==> config.mk <==
export PLATFORM = sky130hd
export DESIGN_NAME = pll_lock_supervisor_flat
export DESIGN_NICKNAME = d
export VERILOG_FILES = /design/src/rtl/pll_lock_supervisor_if.sv /design/src/rtl/pll_lock_supervisor.sv /design/src/flat_wrapper.sv
export SDC_FILE = /design/constraint.sdc
export NUM_CORES = 1
export LEC_CHECK = 0
export BUFFER_PORTS_ARGS = -buffer_cell sky130_fd_sc_hd__buf_2
export CAP_MARGIN = 30
export CORE_MARGIN = 8
export CORE_UTILIZATION = 57
export CTS_CLUSTER_SIZE = 8
export DETAILED_ROUTE_END_ITERATION = 10
export GPL_TIMING_DRIVEN = 0
export PLACE_DENSITY = 0.8
export SLEW_MARGIN = 40
export SYNTH_ARGS = -nofsm -noshare
export SYNTH_HDL_FRONTEND = slang
export SYNTH_SLANG_ARGS = --single-unit
==> constraint.sdc <==
create_clock -name clkin -period 3.1 [get_ports clkin]
set_input_delay 0.155 -clock clkin [delete_from_list [all_inputs] [get_ports clkin]]
set_output_delay 0.155 -clock clkin [all_outputs]
set_load 0.05 [all_outputs]
==> src/rtl/pll_lock_supervisor_if.sv <==
// ---------------------------------------------------------------------------
// pll_lock_supervisor_if
// Purpose : groups the PLL supervision signals that pass between the
//           supervisor and the rPLL wrapper / downstream reset logic.
// Signals :
//   pll_lock     - rPLL LOCK, asynchronous to clkin
//   force_relock - single-cycle request to restart the lock sequence
//   pll_reset    - drives rPLL RESET
//   sys_rst      - active-high reset request for the PLL output domains
//   ready        - high only while the PLL is qualified and running
//   fault        - high only in the sticky fault state
//   retry_cnt    - failed lock attempts since the last lock or force_relock
//   relock_cnt   - saturating count of automatic relocks from RUN
// Modports:
//   master - the supervisor (reads lock/request, drives status)
//   slave  - the environment (drives lock/request, reads status)
// ---------------------------------------------------------------------------
interface pll_lock_supervisor_if #(
  parameter int MAX_RETRIES = 3
);
  localparam int RETRY_W = $clog2(MAX_RETRIES + 1);

  logic               pll_lock;
  logic               force_relock;
  logic               pll_reset;
  logic               sys_rst;
  logic               ready;
  logic               fault;
  logic [RETRY_W-1:0] retry_cnt;
  logic [7:0]         relock_cnt;

  modport master (
    input  pll_lock,
    input  force_relock,
    output pll_reset,
    output sys_rst,
    output ready,
    output fault,
    output retry_cnt,
    output relock_cnt
  );

  modport slave (
    output pll_lock,
    output force_relock,
    input  pll_reset,
    input  sys_rst,
    input  ready,
    input  fault,
    input  retry_cnt,
    input  relock_cnt
  );
endinterface

==> src/rtl/pll_lock_supervisor.sv <==
// ---------------------------------------------------------------------------
// pll_lock_supervisor
// Purpose : sequences the Gowin rPLL after power-up, synchronises its LOCK
//           output, qualifies lock as stable and only then releases the
//           reset request for logic on the PLL output clocks. Lock timeouts
//           are retried a bounded number of times before a sticky fault.
// Ports   :
//   clkin  - PLL reference clock, the only clock of this block
//   rst    - asynchronous active-high reset
//   sup_if - pll_lock_supervisor_if.master (lock input, relock request,
//            pll_reset / sys_rst / ready / fault / retry_cnt / relock_cnt)
// Config  : define PLL_SUP_AUTORELOCK_EN to restart the sequence on lock
//           loss in RUN (counted in relock_cnt); without it lock loss in
//           RUN is a fault and relock_cnt is constant zero.
// ---------------------------------------------------------------------------
module pll_lock_supervisor #(
  parameter int RESET_CYCLES  = 16,
  parameter int LOCK_TIMEOUT  = 65536,
  parameter int STABLE_CYCLES = 1024,
  parameter int MAX_RETRIES   = 3
) (
  input  logic                    clkin,
  input  logic                    rst,
  pll_lock_supervisor_if.master   sup_if
);

  // One shared counter must hold the largest terminal count of any state.
  localparam int CNT_MAX_A = (RESET_CYCLES > LOCK_TIMEOUT) ? RESET_CYCLES : LOCK_TIMEOUT;
  localparam int CNT_MAX   = (CNT_MAX_A > STABLE_CYCLES) ? CNT_MAX_A : STABLE_CYCLES;
  localparam int CNT_W     = $clog2(CNT_MAX + 1);
  localparam int RETRY_W   = $clog2(MAX_RETRIES + 1);

  localparam logic [CNT_W-1:0]   RESET_LAST   = CNT_W'(RESET_CYCLES - 1);
  localparam logic [CNT_W-1:0]   TIMEOUT_LAST = CNT_W'(LOCK_TIMEOUT - 1);
  localparam logic [CNT_W-1:0]   STABLE_LAST  = CNT_W'(STABLE_CYCLES - 1);
  localparam logic [RETRY_W-1:0] RETRY_LIMIT  = RETRY_W'(MAX_RETRIES);

  typedef enum logic [2:0] {
    ST_PLL_RST   = 3'd0,
    ST_WAIT_LOCK = 3'd1,
    ST_STABLE    = 3'd2,
    ST_RUN       = 3'd3,
    ST_FAULT     = 3'd4
  } state_t;

  state_t             r_state;
  state_t             w_stateNext;
  logic [CNT_W-1:0]   r_cnt;
  logic [CNT_W-1:0]   w_cntNext;
  logic [RETRY_W-1:0] r_retryCnt;
  logic [RETRY_W-1:0] w_retryNext;
  logic [RETRY_W-1:0] w_retryInc;
  logic               r_sync1;
  logic               r_lockS;

  // Two-flop synchroniser for the asynchronous LOCK pin; r_lockS is the
  // only copy of lock the FSM ever looks at.
  always_ff @(posedge clkin or posedge rst) begin
    if (rst) begin
      r_sync1 <= 1'b0;
      r_lockS <= 1'b0;
    end else begin
      r_sync1 <= sup_if.pll_lock;
      r_lockS <= r_sync1;
    end
  end

  // State, shared counter and retry count all advance together from the
  // next-state logic below.
  always_ff @(posedge clkin or posedge rst) begin
    if (rst) begin
      r_state    <= ST_PLL_RST;
      r_cnt      <= '0;
      r_retryCnt <= '0;
    end else begin
      r_state    <= w_stateNext;
      r_cnt      <= w_cntNext;
      r_retryCnt <= w_retryNext;
    end
  end

  assign w_retryInc = r_retryCnt + RETRY_W'(1);

`ifdef PLL_SUP_AUTORELOCK_EN
  logic       w_relockBump;
  logic [7:0] r_relockCnt;

  // Relock events saturate rather than wrap so a flapping PLL never looks
  // healthier than it is; only rst clears the count.
  always_ff @(posedge clkin or posedge rst) begin
    if (rst) begin
      r_relockCnt <= 8'd0;
    end else if (w_relockBump && (r_relockCnt != 8'hFF)) begin
      r_relockCnt <= r_relockCnt + 8'd1;
    end
  end

  assign sup_if.relock_cnt = r_relockCnt;
`else
  assign sup_if.relock_cnt = 8'd0;
`endif

  // Next-state logic. force_relock overrides everything, including the
  // STABLE->RUN completion in the same cycle. Each state leaves on its own
  // terminal count, so the shared counter never wraps.
  always_comb begin
    w_stateNext = r_state;
    w_cntNext   = r_cnt;
    w_retryNext = r_retryCnt;
`ifdef PLL_SUP_AUTORELOCK_EN
    w_relockBump = 1'b0;
`endif
    if (sup_if.force_relock) begin
      w_stateNext = ST_PLL_RST;
      w_cntNext   = '0;
      w_retryNext = '0;
    end else begin
      case (r_state)
        ST_PLL_RST: begin
          if (r_cnt == RESET_LAST) begin
            w_stateNext = ST_WAIT_LOCK;
            w_cntNext   = '0;
          end else begin
            w_cntNext = r_cnt + CNT_W'(1);
          end
        end
        ST_WAIT_LOCK: begin
          if (r_lockS) begin
            w_stateNext = ST_STABLE;
            w_cntNext   = '0;
          end else if (r_cnt == TIMEOUT_LAST) begin
            w_cntNext   = '0;
            w_retryNext = w_retryInc;
            w_stateNext = (w_retryInc == RETRY_LIMIT) ? ST_FAULT : ST_PLL_RST;
          end else begin
            w_cntNext = r_cnt + CNT_W'(1);
          end
        end
        ST_STABLE: begin
          // A single low sample sends us back to WAIT_LOCK with a fresh
          // timeout; it is not counted as a failed attempt.
          if (!r_lockS) begin
            w_stateNext = ST_WAIT_LOCK;
            w_cntNext   = '0;
          end else if (r_cnt == STABLE_LAST) begin
            w_stateNext = ST_RUN;
            w_cntNext   = '0;
            w_retryNext = '0;
          end else begin
            w_cntNext = r_cnt + CNT_W'(1);
          end
        end
        ST_RUN: begin
          if (!r_lockS) begin
            w_cntNext = '0;
`ifdef PLL_SUP_AUTORELOCK_EN
            w_stateNext  = ST_PLL_RST;
            w_retryNext  = '0;
            w_relockBump = 1'b1;
`else
            w_stateNext = ST_FAULT;
`endif
          end
        end
        ST_FAULT: begin
          w_stateNext = ST_FAULT;
        end
        default: begin
          w_stateNext = ST_PLL_RST;
          w_cntNext   = '0;
        end
      endcase
    end
  end

  // Moore outputs straight from the state register; in reset the state is
  // PLL_RST so sys_rst is held asserted asynchronously.
  assign sup_if.pll_reset = (r_state == ST_PLL_RST) || (r_state == ST_FAULT);
  assign sup_if.sys_rst   = (r_state != ST_RUN);
  assign sup_if.ready     = (r_state == ST_RUN);
  assign sup_if.fault     = (r_state == ST_FAULT);
  assign sup_if.retry_cnt = r_retryCnt;

endmodule

==> src/flat_wrapper.sv <==
// flat-port wrapper written by rule: the top's interface ports become plain ports
module pll_lock_supervisor_flat 
#(
  parameter int RESET_CYCLES  = 16,
  parameter int LOCK_TIMEOUT  = 65536,
  parameter int STABLE_CYCLES = 1024,
  parameter int MAX_RETRIES   = 3
)
  (clkin, rst, sup_if_pll_lock, sup_if_force_relock, sup_if_pll_reset, sup_if_sys_rst, sup_if_ready, sup_if_fault, sup_if_retry_cnt, sup_if_relock_cnt);
  pll_lock_supervisor_if #(.MAX_RETRIES(MAX_RETRIES)) sup_if_i ();
  input  logic clkin;
  input  logic rst;
  input wire logic [$bits(sup_if_i.pll_lock)-1:0] sup_if_pll_lock;
  input wire logic [$bits(sup_if_i.force_relock)-1:0] sup_if_force_relock;
  output wire logic [$bits(sup_if_i.pll_reset)-1:0] sup_if_pll_reset;
  output wire logic [$bits(sup_if_i.sys_rst)-1:0] sup_if_sys_rst;
  output wire logic [$bits(sup_if_i.ready)-1:0] sup_if_ready;
  output wire logic [$bits(sup_if_i.fault)-1:0] sup_if_fault;
  output wire logic [$bits(sup_if_i.retry_cnt)-1:0] sup_if_retry_cnt;
  output wire logic [$bits(sup_if_i.relock_cnt)-1:0] sup_if_relock_cnt;
  assign sup_if_i.pll_lock = sup_if_pll_lock;
  assign sup_if_i.force_relock = sup_if_force_relock;
  assign sup_if_pll_reset = sup_if_i.pll_reset;
  assign sup_if_sys_rst = sup_if_i.sys_rst;
  assign sup_if_ready = sup_if_i.ready;
  assign sup_if_fault = sup_if_i.fault;
  assign sup_if_retry_cnt = sup_if_i.retry_cnt;
  assign sup_if_relock_cnt = sup_if_i.relock_cnt;
  pll_lock_supervisor #(.RESET_CYCLES(RESET_CYCLES), .LOCK_TIMEOUT(LOCK_TIMEOUT), .STABLE_CYCLES(STABLE_CYCLES), .MAX_RETRIES(MAX_RETRIES)) u_core (.clkin(clkin), .rst(rst), .sup_if(sup_if_i));
endmodule
# Yosys cells after proc, flatten, opt, wreduce, memory -nomap -nowiden
# Cells that the tools add are included.
# totals
ff_bits	24
inputBits	4
out_inout_bits	14
elab_cells	54
# op_classes
add_sub_neg	2
n_eq_ne	18
n_mux	23
n_reduce_logical	6
# op_table
cell	count
$mux 17	7
$pmux 17 s5	1
$mux 3	8
$add 17x1->17 const B	1
$eq 17x10->1 const B	1
$eq 17x16->1 const B	1
$eq 17x4->1 const B	1
$ne 3x2->1 const B	5
$pmux 3 s5	1
$mux 2	5
$eq 3x2->1 const B	2
$ne 3x3->1 const B	2
$reduce_and 5->1	1
$ne 4x2->1 const B	1
$ne 4x4->1 const B	1
$pmux 2 s2	1
$reduce_and 4->1	1
$eq 3x1->1 const B	1
$eq 3x3->1 const B	1
$logic_not 3->1	1
$reduce_bool 3->1	1
$add 2x1->2 const B	1
$eq 2x2->1 const B	1
$ne 2x2->1 const B	1
other kinds (2)	2

# Logic depth before layout (Yosys ltp)
# logic_depth
depth_word	7
ltp_mapped	10

# Worst setup path before layout
# No wires, ideal clock.
# synth_timing
kind	reg2reg
start	register u_core.r_cnt[0]
end	register u_core.r_cnt[1]
setup_time_ns	0.067
arrival_ns	2.136
required_time_ns	3.033
slack_ns	0.898
stages_incl_launch_ff	11
synth_period_minus_slack_ns	2.202
path_cell_list	dfrtp_1 > ha_1 > nand3_1 > nor3_1 > nand3_1 > inv_1 > ha_1 > or4b_4 > o31ai_4 > or2_1 > a22o_1
# synth_between
elab_chain_len	5
# synth_lines
item	line	rtl
from (decl)	pll_lock_supervisor.sv:48	logic [CNT_W-1:0] r_cnt;
from (signal assigned)	pll_lock_supervisor.sv:77	r_cnt <= w_cntNext;
$add 17x1->17 (tied with other cells)	pll_lock_supervisor.sv:124, pll_lock_supervisor.sv:136, pll_lock_supervisor.sv:150	
$mux 17 (on tied branches)	pll_lock_supervisor.sv:145, pll_lock_supervisor.sv:131	
$mux 17 (on tied branches)	pll_lock_supervisor.sv:142, pll_lock_supervisor.sv:128	
$pmux 17 s5 *	pll_lock_supervisor.sv:118	case (r_state)
$mux 17 *	pll_lock_supervisor.sv:113	if (sup_if.force_relock) begin
# Every way passes the cells marked *; elsewhere a longest branch is shown, timed or not.
# A chain may end at the register's enable or synchronous reset.

# Worst setup path after layout
# layout_timing
start	register u_core.r_cnt[9]
end	register u_core.r_cnt[7]
# layout_between
elab_chain_len	5
# layout_lines
item	line
$eq 17x10->1 or $eq 17x16->1 (tied branches)	pll_lock_supervisor.sv:145, pll_lock_supervisor.sv:131
$mux 17 (on tied branches)	pll_lock_supervisor.sv:145, pll_lock_supervisor.sv:131
$mux 17 (on tied branches)	pll_lock_supervisor.sv:142, pll_lock_supervisor.sv:128
$pmux 17 s5 *	pll_lock_supervisor.sv:118
$mux 17 *	pll_lock_supervisor.sv:113
# Marks and branches as above.

==> impl_metrics.ini <==
[logic_synthesis]
synth-async-reset-ratio_pct = 100
synth-compound-area-share_pct = 14.2
syn_avg_cell_area_um2 = 9.05
synth_top_family_by_area = simple AND/OR/NAND/NOR gates
synth-simple-area-share_pct = 28.6
synthMuxAreaShare_pct = 0.666
yosysTopAreaCellShare_pct = 40.0
synth_area_leaders = dfrtp_1, nor2_1, xor2_1
netlist_instances = 166
yosysSeqAreaShare_pct = 40.0
synthesis.area_um2 = 1500
synth_most_common_cell = dfrtp_1
ys_warn_count = 0
postSynth.topFlopCell = dfrtp_1
ys_types = 46
synth_adder_area_share_pct = 3.33
synth_edf_count = 0
synth_top_cell_by_area = dfrtp_1
synth_seq_cells = 24
synthXorXnorAreaFrac_pct = 4.66
ys_top_cells_by_count = dfrtp_1, nor2_1, nand2_1, nor3_1

[routing]
first_pass_iters = 4
wirelength_um = 3230
avgViaCountPerCell = 5.85
drt-initial-drc-count = 94
postRouteAntennaNets = 0
via_count = 1269
wl_per_cell_um = 14.9
drc = 0

[setup_path]
start_kind = flop
cp_cell_sequence = clkbuf_1 > nand3_1 > nor3_1 > nand3_1 > inv_1 > ha_1 > or4b_4 > o31ai_4 > nor3_4 > o22ai_1
crit_path_end_kind = flop
crit_required_ps = 3290
cp.arrival_ps = 2980
worstSetupPathType = reg -> reg
crit_fanout = 10
cp_common_cell = nand3_1
slowest_stage = nor3_1
cp_slowest_stage_delay_ps = 510

[die]
io_pins = 18
dieArea_um2 = 4540
die_w_um = 67.3
dieHeight_um = 67.3
rows = 18
initial_utilization_pct = 60.1
core_area_um2 = 2500

[timing]
setup-tns-final_ps = 0
rsz0062_at_grt = false
maxSlewHeadroom_pct = 62.3
fmax_ghz = 0.358
fin_worst_skew_ps = 4.74
setup_violations = 0
finalMaxSlewViolations = 0
period_share_pct = 90.0
tightest_slew_ps = 562
fin_crit_ps = 2790
hold_viol_final = 0

[clock_tree]
clock_sinks = 24
cts_setup_buffers = 0
clockRootBuffer = clkbuf_4
cts_max_level = 1
cts_tree = done
clk_path_buf_depth = 2
path_clk_slew_ps = 130
clock_latency_ps = 320
cts_inserted_buffers = 3

[global_route]
grt-ovfl-total = 0
antenna_found_initial = 0
grt_max_degree = 25
grt_pass1_vias = 1171
grt_pass1_wl_um = 5530
track_usage_pct = 15.5

[power_and_ir_drop]
power_mw = 0.824
total_leakage_power_nw = 0.753
powerDensity_nw_per_um2 = 495
peakVddDrop_mv = 0.477

[placement]
dpl.cell_count = 211
dp_hpwl_um = 2380
gp_congestion = 0.854
placed_area_um2 = 1610
io_buffer_count = 8

[worst_hold_path]
hold_path_class = in -> reg

[layout]
drive_gt1_share_pct = 18.2
fin_util_pct = 66.5
area_growth_pct = 10.7
insertedDiodeCount = 0
fin_nets = 196
stdcell_count = 217
stdcell_area_um2 = 1660

[job]
maxCapViolations = 0

[outcome]
status = finished, final reports clean
-- area by class of cell --
| type | count | area, um2 |
|---|---|---|
| Fill cell | 210 | 837 |
| Multi-Input combinational cell | 126 | 805 |
| Sequential cell | 24 | 601 |
| Buffer | 14 | 90.1 |
| Timing Repair Buffer | 10 | 60.1 |
| Tap cell | 30 | 37.5 |
| Clock buffer | 4 | 36.3 |
| Inverter | 9 | 33.8 |
-- path summary, 6_finish.rpt --
| path | endpoint | cells past startpoint | from | slack, ps |
|---|---|---|---|---|
| hold / removal | u_core.sup_if.retry_cnt[1]$_DFFE_PP0P_ | 2 | sup_if_force_relock | 30 |
| setup reg to reg | u_core.r_cnt[7]$_DFFE_PP0P_ | 10 | u_core.r_cnt[9]$_DFFE_PP0P_ | 310 |
| max in group asynchronous | u_core.r_cnt[5]$_DFFE_PP0P_ | 3 | rst | 2370 |
| setup / recovery | u_core.r_cnt[7]$_DFFE_PP0P_ | 10 | u_core.r_cnt[9]$_DFFE_PP0P_ | 310 |
| min in group asynchronous | u_core.r_sync1$_DFF_PP0_ | 3 | rst | 390 |
| hold reg to reg | u_core.r_lockS$_DFF_PP0_ | 0 | u_core.r_sync1$_DFF_PP0_ | 360 |
-- cells by family (layout without fill, tap and decap cells) --
family	count (synthesis)	in the layout
buffers and inverters	23	37
flip-flops	24	24
AND/OR/NAND/NOR	76	76
AO/OA/AOI/OAI	29	29
XOR/XNOR	8	8
multiplexers	1	1
other	1	8
adder cells (fa/ha/maj)	4	4
-- cell usage in the layout, fill, tap and decap left out, drive strengths merged, types with 3 or more instances in the layout --
cell type	count
dfrtp	24
nor2	17
buf	17
nor3	13
nand2	10
nand3	9
inv	9
o21ai	9
clkbuf	9
conb	8
xor2	7
and3	6
nand4	6
ha	4
a21oi	4
o22ai	3
-- registers in the layout (all words and copies together), names as in the netlist --
| register | cells |
|---|---|
| u_core.r_sync1 | 1 |
| u_core.r_state | 3 |
| u_core.sup_if.retry_cnt | 2 |
| u_core.r_lockS | 1 |
| u_core.r_cnt | 17 |
-- layer usage --
metal / up-vias / global-route usage [%] / wire length (um)
li1: 625 / - / -
met1: 594 / 20.1 / 1410
met2: 43 / 24.7 / 1540
met3: 7 / 3.64 / 229
met4: 0 / 5.48 / 46
met5: - / 0 / 0
-- stage by stage --
step | worst slack (ps) | hold WS [ps]
after floorplan | 898 | 170
after global placement | 469 | 264
after detailed placement | 429 | 217
after CTS | 397 | 16.9
after global routing | 104 | 17.1
final | 310 | 27.9
-- critical path: cells and delay by family, from the launching register on --
kind	cells	cell delay, ps
buffers and inverters	2	350
AO/OA/AOI/OAI	2	290
AND/OR/NAND/NOR	5	1510
flip-flops	1	350
adder cells (fa/ha/maj)	1	160
-- repair_timing --
action                    4_1_cts  5_1_grt
hold buffers                    2        0
hold endpoints to repair       25        0
resized for setup               0        0
-- power by group --
part           leakage [nW]  switching [mW]  internal (mW)
combinational         0.405           0.199         0.0921
sequential            0.327          0.0273          0.339
clock                0.0210          0.0943         0.0718
total                 0.753           0.321          0.503
No activity file was read; power rests on OpenSTA's default activity.
